<file path="config.mk">
export PLATFORM = sky130hd
export DESIGN_NAME = abs_encoder_tracker
export DESIGN_NICKNAME = d
export VERILOG_FILES = /design/src/rtl/abs_encoder_tracker.sv
export SDC_FILE = /design/constraint.sdc
export NUM_CORES = 1
export LEC_CHECK = 0
export BUFFER_PORTS_ARGS = -buffer_cell sky130_fd_sc_hd__buf_2
export CAP_MARGIN = 30
export CORE_UTILIZATION = 50
export DETAILED_ROUTE_END_ITERATION = 16
export GPL_TIMING_DRIVEN = 1
export MAX_ROUTING_LAYER = met4
export PLACE_DENSITY = 0.66
export SLEW_MARGIN = 10
export SYNTH_ARGS = -nofsm -noshare
export SYNTH_HDL_FRONTEND = slang
export SYNTH_SLANG_ARGS = --single-unit
</file>
<file path="constraint.sdc">
create_clock -name clk -period 13.8 [get_ports clk]
set_input_delay 1.38 -clock clk [delete_from_list [all_inputs] [get_ports clk]]
set_output_delay 1.38 -clock clk [all_outputs]
set_load 0.03 [all_outputs]
</file>
<file path="src/rtl/abs_encoder_tracker.sv">
// Absolute Gray-code encoder front end: synchroniser, run-length debounce, Gray decode,
// multi-turn tracking with jump fault, and windowed signed velocity.
module abs_encoder_tracker #(
  parameter int WIDTH         = 8,
  parameter int STABLE_CYCLES = 4,
  parameter int MAX_STEP      = 4,
  parameter int TURN_BITS     = 8,
  parameter int WINDOW_CYCLES = 100000,
  parameter int VEL_BITS      = 16
) (
  input  logic                 clk,
  input  logic                 rst,
  input  logic [WIDTH-1:0]     enc_in,
  input  logic                 clear_fault,
  output logic [WIDTH-1:0]     pos,
  output logic [TURN_BITS-1:0] turns,
  output logic                 pos_valid,
  output logic                 step,
  output logic                 dir,
  output logic                 fault,
  output logic [VEL_BITS-1:0]  vel,
  output logic                 vel_strobe
);
  localparam int CW = $clog2(STABLE_CYCLES + 1);
  localparam int WW = $clog2(WINDOW_CYCLES);
  localparam int SW = ((VEL_BITS > WIDTH) ? VEL_BITS : WIDTH) + 1;

  typedef enum logic [1:0] {INIT, TRACK, FAULT} state_t;
  state_t state;

  logic [WIDTH-1:0]    sync1, sync2, prev;
  logic [CW-1:0]       run_cnt;
  logic                accept_now, acc_valid;
  logic [WIDTH-1:0]    bin, acc_code;
  logic [WIDTH-1:0]    delta, mag;
  logic                in_range, track_step;
  logic [WW-1:0]       win_cnt;
  logic [VEL_BITS-1:0] vel_acc, vel_sum;
  logic [SW-1:0]       sum_ext;

  always_comb begin
    bin = '0;
    for (int unsigned i = 0; i < WIDTH; i++) bin[i] = ^(sync2 >> i);

    // run_cnt holds the number of samples of the current code seen so far, so a
    // run of exactly STABLE_CYCLES samples is enough; acceptance is registered once.
    accept_now = (sync2 != prev) ? (STABLE_CYCLES == 1)
                                 : (run_cnt == CW'(STABLE_CYCLES - 1));

    delta      = acc_code - pos;
    mag        = delta[WIDTH-1] ? (~delta + 1'b1) : delta;
    in_range   = (delta != '0) && (mag <= WIDTH'(MAX_STEP));
    track_step = (state == TRACK) && acc_valid && in_range;

    sum_ext = {{(SW-VEL_BITS){vel_acc[VEL_BITS-1]}}, vel_acc}
            + (track_step ? {{(SW-WIDTH){delta[WIDTH-1]}}, delta} : '0);
    vel_sum = sum_ext[VEL_BITS-1:0];
    if (!(sum_ext[SW-1:VEL_BITS-1] == '0 || sum_ext[SW-1:VEL_BITS-1] == '1))
      vel_sum = {sum_ext[SW-1], {(VEL_BITS-1){~sum_ext[SW-1]}}};
  end

  always_ff @(posedge clk) begin
    if (rst) begin
      sync1      <= '0;
      sync2      <= '0;
      prev       <= '0;
      run_cnt    <= '0;
      acc_valid  <= 1'b0;
      acc_code   <= '0;
      state      <= INIT;
      pos        <= '0;
      turns      <= '0;
      pos_valid  <= 1'b0;
      step       <= 1'b0;
      dir        <= 1'b0;
      fault      <= 1'b0;
      win_cnt    <= '0;
      vel_acc    <= '0;
      vel        <= '0;
      vel_strobe <= 1'b0;
    end else begin
      sync1 <= enc_in;
      sync2 <= sync1;
      prev  <= sync2;
      if (sync2 != prev)
        run_cnt <= CW'(1);
      else if (run_cnt != CW'(STABLE_CYCLES))
        run_cnt <= run_cnt + 1'b1;
      acc_valid <= accept_now;
      if (accept_now) acc_code <= bin;

      step <= 1'b0;
      case (state)
        INIT: begin
          if (acc_valid) begin
            pos       <= acc_code;
            pos_valid <= 1'b1;
            state     <= TRACK;
          end
        end
        TRACK: begin
          if (acc_valid && delta != '0) begin
            if (in_range) begin
              pos  <= acc_code;
              step <= 1'b1;
              dir  <= ~delta[WIDTH-1];
              if (!delta[WIDTH-1] && acc_code < pos)
                turns <= turns + 1'b1;
              else if (delta[WIDTH-1] && acc_code > pos)
                turns <= turns - 1'b1;
            end else begin
              fault     <= 1'b1;
              pos_valid <= 1'b0;
              state     <= FAULT;
            end
          end
        end
        FAULT: begin
          if (clear_fault) begin
            fault <= 1'b0;
            state <= INIT;
          end
        end
        default: state <= INIT;
      endcase

      if (win_cnt == WW'(WINDOW_CYCLES - 1)) begin
        win_cnt    <= '0;
        vel        <= vel_sum;
        vel_strobe <= 1'b1;
        vel_acc    <= '0;
      end else begin
        win_cnt    <= win_cnt + 1'b1;
        vel_strobe <= 1'b0;
        vel_acc    <= vel_sum;
      end
    end
  end
endmodule

</file>
==> Yosys cells after proc, flatten, opt, wreduce, memory -nomap -nowiden <==
Index checks and enable logic that the tools add are counted.
{ "op_classes": {"order_cmp": 3, "reduce_logical": 32, "bitwise": 5, "eq_ne": 12, "n_mux": 27, "add_sub_neg": 7} }
{ "op_table": {"columns": ["op", "n"], "rows": [
  ["parity 8 bit", 8],
  ["two-way mux 8 bit", 6],
  ["AND reduction 4 bit", 5],
  ["adder 17 x 1 -> 17 bit (second input constant)", 1],
  ["adder 17 bit", 1],
  ["equality test 17 bit (second input constant)", 1],
  ["two-way mux 17 bit", 1],
  ["adder 8 x 1 -> 8 bit (second input constant)", 2],
  ["two-way mux 16 bit", 1],
  ["case mux 8 bit (2 select lines)", 1],
  ["two-way mux 1 bit", 11],
  ["greater-than comparator 8 bit", 1],
  ["<= comparator 8 x 3 -> 1 bit (second input constant)", 1],
  ["less-than comparator 8 bit", 1],
  ["two-way mux 2 bit", 4],
  ["inequality test 2 bit (second input constant)", 4],
  ["inequality test 8 bit", 1],
  ["NOT 8 bit", 1],
  ["nonzero test 2 bit", 4],
  ["nonzero test 8 bit", 1],
  ["subtractor 8 x 1 -> 8 bit (second input constant)", 1],
  ["subtractor 8 bit", 1],
  ["logical AND 1 bit", 6],
  ["case mux 2 bit (3 select lines)", 1],
  ["other kinds (14)", 21]
]} }
{ "word_totals": {"output_inout_bits": 37, "ff_bits": 108, "elab_cells": 104, "in_bits": 11} }

==> Depth between registers and ports, before layout <==
{ "logic_depth": {"word_depth": 12, "ltp_mapped": 25, "mapped_depth_nobuf": 23} }

==> Least setup slack after synthesis <==
No wires, ideal clock.
{ "synth_timing": {"path_kind": "register to register", "start": "register pos[0]", "end": "register vel[10]", "period_less_slack_ps": 5542, "setup_ps": 86, "slack_ps": 8258, "arrival_ps": 5456, "t_required_ps": 13714, "path_stages_with_launch": 24, "n_path_buf": 2, "cell_sequence": "dfxtp_1 ha_1 inv_1 fa_1 xnor2_1 nand3b_1 mux2i_1 mux2i_1 a32oi_1 nor4_2 buf_2 nand3_1 nor2_1 ha_1 fa_1 a21oi_1 o21ai_0 a211oi_1 o31ai_1 o31ai_1 o2bb2ai_1 clkbuf_1 a21oi_1 a211oi_1"} }
{ "synth_between": {"elab_chain_cells": 12} }
{ "synth_rtl": {"columns": ["element", "line_no", "text"], "rows": [
  ["start, declared", "15", "output logic [WIDTH-1:0] pos,"],
  ["start signal, assigned", "96", "pos <= acc_code;"],
  ["start signal, assigned", "104", "pos <= acc_code;"],
  ["subtractor 8 bit *", "50", "delta = acc_code - pos;"],
  ["NOT 8 bit", "51", "mag = delta[WIDTH-1] ? (~delta + 1'b1) : delta;"],
  ["adder 8 x 1 -> 8 bit", "51", null],
  ["two-way mux 8 bit", "51", null],
  ["<= comparator 8 x 3 -> 1 bit", "52", "in_range = (delta != '0) && (mag <= WIDTH'(MAX_STEP));"],
  ["logical AND 1 bit", "52", null],
  ["logical AND 1 bit", "53", "track_step = (state == TRACK) && acc_valid && in_range;"],
  ["two-way mux 17 bit *", "56", "+ (track_step ? {{(SW-WIDTH){delta[WIDTH-1]}}, delta} : '0);"],
  ["adder 17 bit *", "56", null],
  ["equality test 2 bit or zero test 2 bit (tied branches)", "58", "if (!(sum_ext[SW-1:VEL_BITS-1] == '0 || sum_ext[SW-1:VEL_BITS-1] == '1))"],
  ["logical OR 1 bit", "58", null],
  ["two-way mux 16 bit *", "58", null],
  ["end signal, assigned", "129", "vel <= vel_sum;"],
  ["end, declared", "21", "output logic [VEL_BITS-1:0] vel,"]
]} }
Mark *: on every way between the ends. The rest lies on a longest branch, timed or not.
A chain may end at the register's enable or synchronous reset.

==> Worst setup path in the final report <==
{ "layout_timing": {"start": "register acc_code[0]", "end": "register vel[8]"} }
{ "layout_between": {"elab_chain_cells": 12} }
{ "layout_rtl": {"columns": ["element", "line_no", "text"], "rows": [
  ["start, declared", "34", "logic [WIDTH-1:0] bin, acc_code;"],
  ["start signal, assigned", "90", "if (accept_now) acc_code <= bin;"],
  ["subtractor 8 bit *", "50", null],
  ["NOT 8 bit", "51", null],
  ["adder 8 x 1 -> 8 bit", "51", null],
  ["two-way mux 8 bit", "51", null],
  ["<= comparator 8 x 3 -> 1 bit", "52", null],
  ["logical AND 1 bit", "52", null],
  ["logical AND 1 bit", "53", null],
  ["two-way mux 17 bit *", "56", null],
  ["adder 17 bit *", "56", null],
  ["equality test 2 bit or zero test 2 bit (tied branches)", "58", null],
  ["logical OR 1 bit", "58", null],
  ["two-way mux 16 bit *", "58", null]
]} }
Marked as above.

==> impl_metrics.env <==
export IMPL_syn_area_mm2=0.00572
export IMPL_slew_headroom=0.545
export IMPL_synth_top_family_by_area="simple AND/OR/NAND/NOR gates"
export IMPL_startpoint_type="flip-flop"
export IMPL_synth_compound_area_share=0.183
export IMPL_power_density_mw_per_mm2=99.9
export IMPL_grt_pass1_vias=4339
export IMPL_critPathCaptureType="flip-flop"
export IMPL_cts_setup_buffers=0
export IMPL_grt_overflow=0
export IMPL_cts_resized=0
export IMPL_whs_endpoint="sync2[4]"
export IMPL_post_route_period_util=0.438
export IMPL_drv_slew=0
export IMPL_critPathArrivalTime_ps=6310
export IMPL_syn_to_final_growth_pct=10.8
export IMPL_rsz0062_at_grt="false"
export IMPL_tns_ps=0
export IMPL_num_rows=38
export IMPL_worstMarginPinSlew_ps=681
export IMPL_io_pins=48
export IMPL_rr_worst_depth=23
export IMPL_async_flop_share=0
export IMPL_clk_pin_slew_ps=70
export IMPL_criticalPathCategory="reg -> reg"
export IMPL_drc_errors=0
export IMPL_setup_viol=0
export IMPL_required_ps=14060
export IMPL_syn_inst=662
export IMPL_first_iter_violations=221
export IMPL_die_h_um=109
export IMPL_hold_path_class="reg -> reg"
export IMPL_ant_nets=0
export IMPL_die_area_mm2=0.0119
export IMPL_hold_start="sync1[4]"
export IMPL_cts_hold_buf=0
export IMPL_firstDrtPassIters=4
export IMPL_synthAdderAreaFrac=0.0871
export IMPL_ff2ff_setup_slack_ps=7750
export IMPL_critPathMaxStageDelay_ps=540
export IMPL_synthSimpleGateAreaFrac=0.204
export IMPL_path_cells="inv_1 -> ha_1 -> inv_1 -> fa_1 -> xnor2_1 -> nand3b_1 -> mux2i_1 -> mux2i_1 -> a32oi_1 -> nor4_2 -> nand3_1 -> nor2_1 -> ha_1 -> fa_1 -> a21oi_1 -> o21ai_0 -> a211oi_1 -> o31ai_1 -> o31ai_1 -> o2bb2ai_1 -> buf_6 -> a21oi_1 -> a211oi_1"
export IMPL_port_buffers=47
export IMPL_yosysWarnings=0
export IMPL_drive_gt1_frac=0.119
export IMPL_yosysTopAreaCellShare=0.378
export IMPL_crit_fanout=9
export IMPL_synth_area_top_cells="dfxtp_1, ha_1, nor2_1, a21oi_1, xnor2_1"
export IMPL_cpLargestDelayFamily="compound AO/OA/AOI/OAI gates"
export IMPL_cts_buffers=9
export IMPL_outcome="completed"
export IMPL_grt_pass1_wl_um=20200
export IMPL_peakVddDrop_mv=0.0639
export IMPL_start_util=0.521
export IMPL_seq_area_frac_synth=0.378
export IMPL_antenna_found_initial=0
export IMPL_cts_tree="done"
export IMPL_synth_edff_count=0
export IMPL_ys_seq_elements=108
export IMPL_nFillCells=1015
export IMPL_leakage_nw=2.68
export IMPL_critPathSlowestCell="o2bb2ai_1"
export IMPL_clockRootBuffer="clkbuf_16"
export IMPL_fmax_mhz=165
export IMPL_grt_max_degree=63
export IMPL_wl_um=12000
export IMPL_yosysTopAreaCell="dfxtp_1"
export IMPL_power_uw=633
export IMPL_synth_xor_area_frac=0.0781
export IMPL_avgSynthCellArea_um2=8.64
export IMPL_viasPerCell=5.53
export IMPL_clkSinkCount=108
export IMPL_routedWlPerCell_um=14.3
export IMPL_synth_area_mux_share=0.0282
export IMPL_diodes=0
export IMPL_grt_use_total=0.222
export IMPL_die_w_um=109
export IMPL_final_hold_viol_count=0
export IMPL_coreArea_mm2=0.0110
export IMPL_hold_depth=1
export IMPL_place_congestion=0.846
export IMPL_cts_max_path_buffers=2
export IMPL_vias=4638
export IMPL_nNetsFinal=742
export IMPL_htree_levels=3
export IMPL_multiInputGateArea_mm2=0.00333
export IMPL_fin_skew_ps=8.25
export IMPL_synth_flop_cell="dfxtp_1"
export IMPL_synthDistinctLibCells=66
export IMPL_max_cap_viol_count=0
export IMPL_timing_final_crit_period_ps=6050
export IMPL_hpwl_um=8700
export IMPL_regToRegStartpoint="acc_code[0]"
export IMPL_seqCellArea_mm2=0.00216
export IMPL_r2r_end="vel[8]"
export IMPL_synth_fp_nets=711
export IMPL_path_buf_inv=3
export IMPL_insertion_delay_ps=350
==> placed cells by master (no fill, tap or decap), types with 4 or more instances in the layout <==
cell type	count
a21oi_1	55
a31oi_1	6
xor2_1	22
nand3_1	21
nor3_1	9
and3_1	5
dfxtp_1	108
xnor2_1	29
nor2b_1	27
a21o_1	11
o211ai_1	4
buf_2	47
nor2_1	77
a211oi_1	17
ha_1	35
and4_1	7
or3_1	10
buf_4	4
inv_1	28
nor4_1	4
nand4_1	8
clkbuf_16	9
o21ai_0	26
nand2_1	38
mux2i_1	15
and2_1	6
o31ai_1	5
==> per-layer routing <==
metal  track usage  share of wire
met3        0.0400          0.033
met5             -              0
met1         0.279           0.48
met4        0.0772          0.014
met2         0.356           0.47
==> where the power goes <==
part | internal, mW | switching (mW)
sequential | 0.320 | 0.00506
clock | 0.127 | 0.124
combinational | 0.0220 | 0.0347
==> stage by stage <==
stage	setup slack [ps]	utilization	instance area, µm²	hold slack (ps)	instances
floorplan	8260	-	5720	414	662
global placement	7200	0.549	6030	426	820
detailed placement	7820	0.551	6050	420	822
CTS	7790	0.577	6340	438	838
global route	6920	0.577	6340	459	838
finish	7750	0.577	6340	437	838
==> registers in the layout, summed over array words and instances, names as in the netlist, 8 cells and up <==
signal,flops
win_cnt,17
vel,16
vel_acc,16
acc_code,8
pos,8
prev,8
sync1,8
sync2,8
turns,8
==> cell type report <==
cell class / instances / area share
Sequential cell: 108 / 0.341
Clock inverter: 7 / 0.0103
Timing Repair Buffer: 52 / 0.0436
Inverter: 28 / 0.0166
Tap cell: 140 / 0.0276
Clock buffer: 9 / 0.0355
Multi-Input combinational cell: 494 / 0.525
==> cell families (layout without fill, tap and decap cells) <==
family,count (synthesis),in the layout
and+or+nand+nor,232,232
AOI/OAI and AO/OA,157,157
DFF,108,108
buffers and inverters,60,96
xor gates and xnor gates,51,51
adders and majority gates,38,38
muxes,16,16
==> cells in the mapped netlist, types with 3 or more instances <==
cell type,instances
a211oi_1,17
a21o_1,11
a21oi_1,55
a31oi_1,6
and2_1,6
and3_1,5
and4_1,7
buf_2,4
clkbuf_1,25
dfxtp_1,108
fa_1,3
ha_1,35
inv_1,28
mux2i_1,15
nand2_1,38
nand2b_1,3
nand3_1,21
nand4_1,8
nor2_1,77
nor2b_1,27
nor3_1,9
nor4_1,5
o211ai_1,4
o21a_1,3
o21ai_0,26
o21bai_1,3
o31ai_1,5
or2_2,3
or3_1,10
or4_1,3
xnor2_1,29
xor2_1,22
==> how the worst max path moves through the flow <==
stage,cells past startpoint,end,start,slack [ps]
after floorplan,23,vel[10],pos[0],8260
after global placement,22,vel[13],acc_code[0],7200
after detailed placement,23,vel[7],acc_code[0],7820
after CTS,23,vel[10],acc_code[0],7790
after global routing,23,vel[10],acc_code[0],6920
final,23,vel[8],acc_code[0],7750
Note: power is estimated with default switching activity, not from simulation.
